`src/rtl/adam_stream_fifo_if.sv`:
```
// Valid/ready stream bundle shared by both sides of the stream FIFO.
// The FIFO takes one instance as slave (input side) and one as master (output side).
interface adam_stream_fifo_if #(
   parameter int DATA_WIDTH = 32
);
   logic [DATA_WIDTH-1:0] data;
   logic                  valid;
   logic                  ready;

   modport master (output data, output valid, input ready);
   modport slave  (input data, input valid, output ready);
endinterface

```
`src/rtl/adam_stream_fifo.sv`:
```
// First-word-fall-through stream FIFO with registered valid/ready on both sides.
// Handshake outputs are decoded from the registered count only, so there are no input-to-output combinational paths.
module adam_stream_fifo #(
   parameter int DATA_WIDTH = 32,
   parameter int DEPTH      = 4,
   parameter int CNT_WIDTH  = $clog2(DEPTH + 1)
) (
   input  logic                 clk,
   input  logic                 rst,
   adam_stream_fifo_if.slave    slv,
   adam_stream_fifo_if.master   mst,
   output logic [CNT_WIDTH-1:0] count
);
   localparam int                   PTR_W = (DEPTH > 1) ? $clog2(DEPTH) : 1;
   localparam logic [PTR_W-1:0]     LAST  = PTR_W'(DEPTH - 1);
   localparam logic [CNT_WIDTH-1:0] FULL  = CNT_WIDTH'(DEPTH);

   logic [DATA_WIDTH-1:0] mem_q [DEPTH];
   logic [PTR_W-1:0]      wr_ptr_q, wr_ptr_d;
   logic [PTR_W-1:0]      rd_ptr_q, rd_ptr_d;
   logic [CNT_WIDTH-1:0]  count_q, count_d;
   logic                  not_full, not_empty;
   logic                  push, pop;

   assign not_full  = (count_q != FULL);
   assign not_empty = (count_q != '0);
   assign push      = slv.valid & not_full;
   assign pop       = mst.ready & not_empty;

   assign slv.ready = not_full;
   assign mst.valid = not_empty;
   assign mst.data  = mem_q[rd_ptr_q];
   assign count     = count_q;

   // Explicit wrap compare keeps non-power-of-two depths working.
   always_comb begin
      wr_ptr_d = wr_ptr_q;
      rd_ptr_d = rd_ptr_q;
      count_d  = count_q;
      if (push) wr_ptr_d = (wr_ptr_q == LAST) ? '0 : wr_ptr_q + 1'b1;
      if (pop)  rd_ptr_d = (rd_ptr_q == LAST) ? '0 : rd_ptr_q + 1'b1;
      case ({push, pop})
         2'b10:   count_d = count_q + 1'b1;
         2'b01:   count_d = count_q - 1'b1;
         default: count_d = count_q;
      endcase
   end

   always_ff @(posedge clk or negedge rst) begin
      if (!rst) begin
         wr_ptr_q <= '0;
         rd_ptr_q <= '0;
         count_q  <= '0;
      end else begin
         wr_ptr_q <= wr_ptr_d;
         rd_ptr_q <= rd_ptr_d;
         count_q  <= count_d;
      end
   end

   // Storage is deliberately not reset; its contents are only observed while valid.
   always_ff @(posedge clk) begin
      if (push) mem_q[wr_ptr_q] <= slv.data;
   end

`ifndef SYNTHESIS
   a_count_range: assert property (@(posedge clk) disable iff (!rst) count_q <= FULL);
   a_no_underflow: assert property (@(posedge clk) disable iff (!rst) !(pop && count_q == '0));
   a_no_overflow: assert property (@(posedge clk) disable iff (!rst) !(push && count_q == FULL));
`endif
endmodule

```
`src/flat_wrapper.sv`:
```
// flat-port wrapper written by rule: the top's interface ports become plain ports
module adam_stream_fifo_flat 
#(
   parameter int DATA_WIDTH = 32,
   parameter int DEPTH      = 4,
   parameter int CNT_WIDTH  = $clog2(DEPTH + 1)
)
  (clk, rst, count, slv_data, slv_valid, slv_ready, mst_data, mst_valid, mst_ready);
  adam_stream_fifo_if #(.DATA_WIDTH(DATA_WIDTH)) slv_i ();
  adam_stream_fifo_if #(.DATA_WIDTH(DATA_WIDTH)) mst_i ();
  input  logic clk;
  input  logic rst;
  output logic [CNT_WIDTH-1:0] count;
  input wire logic [$bits(slv_i.data)-1:0] slv_data;
  input wire logic [$bits(slv_i.valid)-1:0] slv_valid;
  output wire logic [$bits(slv_i.ready)-1:0] slv_ready;
  output wire logic [$bits(mst_i.data)-1:0] mst_data;
  output wire logic [$bits(mst_i.valid)-1:0] mst_valid;
  input wire logic [$bits(mst_i.ready)-1:0] mst_ready;
  assign slv_i.data = slv_data;
  assign slv_i.valid = slv_valid;
  assign slv_ready = slv_i.ready;
  assign mst_data = mst_i.data;
  assign mst_valid = mst_i.valid;
  assign mst_i.ready = mst_ready;
  adam_stream_fifo #(.DATA_WIDTH(DATA_WIDTH), .DEPTH(DEPTH), .CNT_WIDTH(CNT_WIDTH)) u_core (.clk(clk), .rst(rst), .slv(slv_i), .mst(mst_i), .count(count));
endmodule
```
`config.mk`:
```
export PLATFORM = sky130hd
export DESIGN_NAME = adam_stream_fifo_flat
export DESIGN_NICKNAME = d
export VERILOG_FILES = /design/src/rtl/adam_stream_fifo_if.sv /design/src/rtl/adam_stream_fifo.sv /design/src/flat_wrapper.sv
export SDC_FILE = /design/constraint.sdc
export NUM_CORES = 1
export LEC_CHECK = 0
export CAP_MARGIN = 20
export CELL_PAD_IN_SITES_DETAIL_PLACEMENT = 1
export CELL_PAD_IN_SITES_GLOBAL_PLACEMENT = 2
export CORE_MARGIN = 8
export CORE_UTILIZATION = 42
export DETAILED_ROUTE_END_ITERATION = 16
export PLACE_DENSITY = 0.77
export SLEW_MARGIN = 20
export SYNTH_ARGS = -nofsm -noshare
export SYNTH_HDL_FRONTEND = slang
export SYNTH_SLANG_ARGS = --single-unit
```
`constraint.sdc`:
```
create_clock -name clk -period 2.25 [get_ports clk]
set_input_delay 0.3375 -clock clk [delete_from_list [all_inputs] [get_ports clk]]
set_output_delay 0.3375 -clock clk [all_outputs]
set_load 0.02 [all_outputs]
```
---- After elaboration in Yosys (flattened, before gate mapping) ----
Memories as Yosys holds them, arrays and structs flattened.
Index checks and enable logic that the tools add are counted.
storage, ports and cells
  logic and storage cells ................. 22
  bits in writable memories ............... 128
  memories kept ........................... 1
  register bits after elaboration ......... 7
operators by class
  mux-type cells .......................... 5
  add/subtract/negate cells ............... 4
  bitwise operators ....................... 2
  reductions and logical operators ........ 2
  equal/unequal tests ..................... 5
memory list
  name          words  bits a word  read ports  clocked after memory_dff  wr ports  RTL line                RTL
  u_core.mem_q  4      32           1           0                         1         adam_stream_fifo.sv:18  logic [DATA_WIDTH-1:0] mem_q [DEPTH];
operators by type and width
  operator                                           count
  == test 2 bit (second input constant)              3
  one-hot mux 3 bit (2 select lines)                 1
  adder 2 x 1 -> 2 bit (second input constant)       2
  two-way mux 2 bit                                  2
  adder 3 x 1 -> 3 bit (second input constant)       1
  != test 3 bit (second input constant)              1
  nonzero test 3 bit                                 1
  subtractor 3 x 1 -> 3 bit (second input constant)  1
  AND 1 bit                                          2
  == test 2 x 1 -> 1 bit (second input constant)     1
  two-way mux 1 bit                                  2
  nonzero test 2 bit                                 1

---- Longest topological paths before layout ----
  depth after elaboration ................. 4
  mapped depth ............................ 9

---- Least setup slack after synthesis ----
No wires, ideal clock.
  kind .................................... reg2reg
  start ................................... register u_core.count_q[0] (netlist: u_core.count[0])
  end ..................................... register u_core.count_q[2] (netlist: u_core.count[2])
  path buffers ............................ 0
  period minus slack after synthesis ...... 2.221 ns
  slack ................................... 0.029 ns
  data required time ...................... 2.170 ns
  library setup time ...................... 0.080 ns
  stages on the path, launching flop included .. 10
  data arrival time ....................... 2.141 ns
  path through ............................ dfrtp_1 > or3b_4 > and2_4 > inv_1 > ha_1 > inv_1 > fa_1 > xor2_1 > nor2_1 > xor2_1
on the way
  cells in the longest elaborated chain, start to end .. 4
  elaborated cells on any way between the ends .. 10
  those cells by class .................... add/sub: 2; eq/ne: 3; mux: 1; bitwise: 2; reduce/logical: 2
RTL lines
  item                                                                      RTL line                RTL
  start, declared                                                           adam_stream_fifo.sv:21  logic [CNT_WIDTH-1:0] count_q, count_d;
  start signal, assigned                                                    adam_stream_fifo.sv:57  count_q <= count_d;
  != test 3 bit *                                                           adam_stream_fifo.sv:25  assign not_full = (count_q != FULL);
  via slv_ready                                                             flat_wrapper.sv:16      output wire logic [$bits(slv_i.ready)-1:0] slv_ready;
  AND 1 bit *                                                               adam_stream_fifo.sv:27  assign push = slv.valid & not_full;
  == test 2 x 1 -> 1 bit or == test 2 bit (tied branches)                   adam_stream_fifo.sv:42  case ({push, pop})
  one-hot mux 3 bit (2 select lines) or nonzero test 2 bit (tied branches)  --
Mark *: on every way through the listed nets, which the timed path passes. The rest lies on a longest branch.
A chain may end at the register's enable or synchronous reset.

---- Worst setup path after layout ----
  start ................................... register u_core.count_q[0] (netlist: u_core.count[0])
  end ..................................... register u_core.count_q[2] (netlist: u_core.count[2])
on the way
  cells in the longest elaborated chain, start to end .. 4
  elaborated cells on any way between the ends .. 10
  those cells by class .................... add/sub: 2; eq/ne: 3; mux: 1; bitwise: 2; reduce/logical: 2
RTL lines
  item                                                                      RTL line
  != test 3 bit or nonzero test 3 bit (tied branches)                       adam_stream_fifo.sv:25, adam_stream_fifo.sv:26
  AND 1 bit (on tied branches)                                              adam_stream_fifo.sv:27, adam_stream_fifo.sv:28
  == test 2 x 1 -> 1 bit or == test 2 bit (tied branches)                   adam_stream_fifo.sv:42
  one-hot mux 3 bit (2 select lines) or nonzero test 2 bit (tied branches)  --
Parallel ways exist; a longest one is shown, timed or not.

==> results.md <==
- Worst-Margin Slew: 0.368 ns
- Worst Path Arrival: 2.50 ns
- Hold Path Class: in2async
- Critical Path Start Type: flop
- Met1 Use GR: 15.5%
- Vias per cell: 5.12
- Starting Density: 42.5%
- First drt pass iteration count: 4
- # H-tree levels: 4
- Tcrit/Tclk final: 96.1%
- Commonest non-fill, non-tap cells in the layout: edfxtp_1 (128), clkdlybuf4s50_1 (39), mux4_2 (32)
- Relative slew slack: 75.4%
- Clk_skew: 0.00430 ns
- Syn nets: 251
- Register area: 4020 um^2
- CP endpoint kind: flop
- WL final: 10100 um
- DP Area: 6090 um^2
- Average size of a mapped cell: 24.4 um^2
- GPL Wtd Cong: 0.684
- Filler instances: 1056
- Initial antenna violation count: 1
- GRT Max-Usage Layer: met2
- Fmax: 462 MHz
- DP Worst Slack: 0.0421 ns
- First-pass GRT wire length: 15600 um
- DP HPWL: 6310 um
- Row count: 40
- WHS: 0.204 ns
- Cell count after synthesis: 208
- Yosys reg bits: 135
- Die Y: 126 um
- Vias: 2406
- Core Util, Final: 55.8%
- Clock root buffer: clkbuf_16
- M3 GR Usage: 6.33%
- DR DRC count: 0
- Setup-failing EPs final: 0
- Latest clock arrival within the worst-skew pair: 0.41 ns
- Path type of the worst setup path: reg2reg
- Cell Count, Final, Fillers Out: 470
- Cts bufs inserted: 17
- Final worst slack: 0.0868 ns
- Initial DRC count: 131
- Die W: 126 um
- Setup TNS: 0 ns
- Final Cell Area: 6650 um^2
- Total power: 9.55 mW
- CTS tree: done
- Die ar.: 15800 um^2
- Unique cell type count in the Yosys netlist: 20
- Multi-input logic area: 982 um^2
- Status: complete, no violations
- Share of layout cells above drive strength 1: 37.2%
- Largest net degree at the start of global routing: 33
- Most common cell after layout, fill and taps aside: edfxtp_1
- Worst-path clk slew: 0.06 ns
- Max cap viols: 0
- DR WL/cell: 21.5 um
- I/O pin count: 73
- Post-synthesis sequential area ratio: 79.3%
- Synth warn: 0
- Clk buf depth: 2
- Area delta synth->final: 31.2%
- VDD IR-drop max: 716 uV
- GRT met2 Usage: 21.6%
- Gr ovfl total: 0
- Worst-path fanout max: 6
- CTS sink cnt: 135
- PortBufs: 72
- GRT Total Usage: 13.4%
- NumNets Final: 353
- Syn Std Cell Area: 5070 um^2
- Fin crit period: 2.16 ns
- CP required: 2.59 ns
- Antenna viol nets, final: 0
- Leakage: 2.34 nW
- Pins Over Slew Limit: 0
- Number of global-route vias before repair: 2749
- Hold Fails Final Rpt: 0
- Dpl cells: 430
- Power Density: 1440 nW/um^2
- Core area: 11900 um^2
- Post-CTS Hold Fix Bufs: 0
- Ant diodes: 0
-- layout make-up --
class                           count  share of cell area [%]
Clock buffer                       17                    6.40
Timing Repair Buffer               91                    12.4
Inverter                            7                   0.395
Sequential cell                   135                    60.5
Clock inverter                     15                    2.78
Multi-Input combinational cell     58                    14.8
Tap cell                          147                    2.77
-- logic make-up (layout without fill, tap and decap cells) --
group | after synthesis | count (layout) | share of synthesized area [%]
flip-flops | 135 | 135 | 79.3
multiplexers | 37 | 37 | 15.5
buffers and inverters | 15 | 130 | 1.41
AND/OR/NAND/NOR | 11 | 11 | 1.43
adder cells (fa/ha/maj) | 7 | 7 | 1.88
XOR/XNOR | 3 | 3 | 0.519
-- worst max-delay path: stages, from the launching register on --
cell and delay (ns):
dfrtp_1 0.42, or3b_4 0.42, and2_4 0.16, inv_1 0.05
ha_2 0.17, inv_1 0.05, fa_1 0.37, xor2_1 0.15
nor2_1 0.13, xor2_1 0.15
-- final timing paths --
kind | from | slack [ns] | end | cells past startpoint
setup reg to reg | u_core.count[0]$_DFFE_PN0P_ | 0.09 | u_core.count[2]$_DFFE_PN0P_ | 9
min in group clk | u_core.count[0]$_DFFE_PN0P_ | 0.55 | u_core.count[0]$_DFFE_PN0P_ | 1
max in group asynchronous | rst | 1.75 | u_core.rd_ptr_q[0]$_DFFE_PN0P_ | 1
hold / removal | rst | 0.20 | u_core.wr_ptr_q[0]$_DFFE_PN0P_ | 1
hold reg to reg | u_core.count[0]$_DFFE_PN0P_ | 0.55 | u_core.count[0]$_DFFE_PN0P_ | 1
setup / recovery | u_core.count[0]$_DFFE_PN0P_ | 0.09 | u_core.count[2]$_DFFE_PN0P_ | 9
-- what timing repair did --
| item | 4_1_cts | 5_1_grt |
|---|---|---|
| pin swaps | 0 | 4 |
| buffers inserted | 2 | 5 |
| gates resized for setup | 98 | 10 |
| gates cloned | 0 | 1 |
| endpoints found under the setup margin | 33 | 10 |
-- synth_stat cells --
| cell type | count | share of area (%) |
|---|---|---|
| and2_4 | 1 | 0.17 |
| and3_2 | 4 | 0.59 |
| buf_2 | 3 | 0.30 |
| buf_4 | 3 | 0.44 |
| clkbuf_1 | 2 | 0.15 |
| dfrtp_1 | 7 | 3.5 |
| edfxtp_1 | 128 | 76 |
| fa_1 | 1 | 0.40 |
| ha_1 | 6 | 1.5 |
| inv_1 | 7 | 0.52 |
| mux2_2 | 2 | 0.44 |
| mux2_4 | 2 | 0.59 |
| mux2i_1 | 1 | 0.20 |
| mux4_2 | 32 | 14 |
| nand2_1 | 1 | 0.074 |
| nor2_1 | 3 | 0.22 |
| or3_2 | 1 | 0.15 |
| or3b_4 | 1 | 0.22 |
| xnor2_1 | 1 | 0.17 |
| xor2_1 | 2 | 0.35 |
-- power by group --
group	internal, mW	switching, mW	leakage, nW
combinational	1.51	1.71	0.787
sequential	3.34	0.173	1.25
clock	1.83	0.993	0.297
-- metal layers --
metal / share of wire [%] / up-vias
met5: 0.13 / -
met3: 5.7 / 14
met1: 42 / 1260
met4: 1.2 / 2
li1: - / 1070
met2: 51 / 60
-- state kept, by name, summed over array words and instances (netlist names) --
name	cells
u_core.wr_ptr_q	2
u_core.mem_q	128
u_core.count	3
u_core.rd_ptr_q	2
Power figures use the tool's default switching activity.
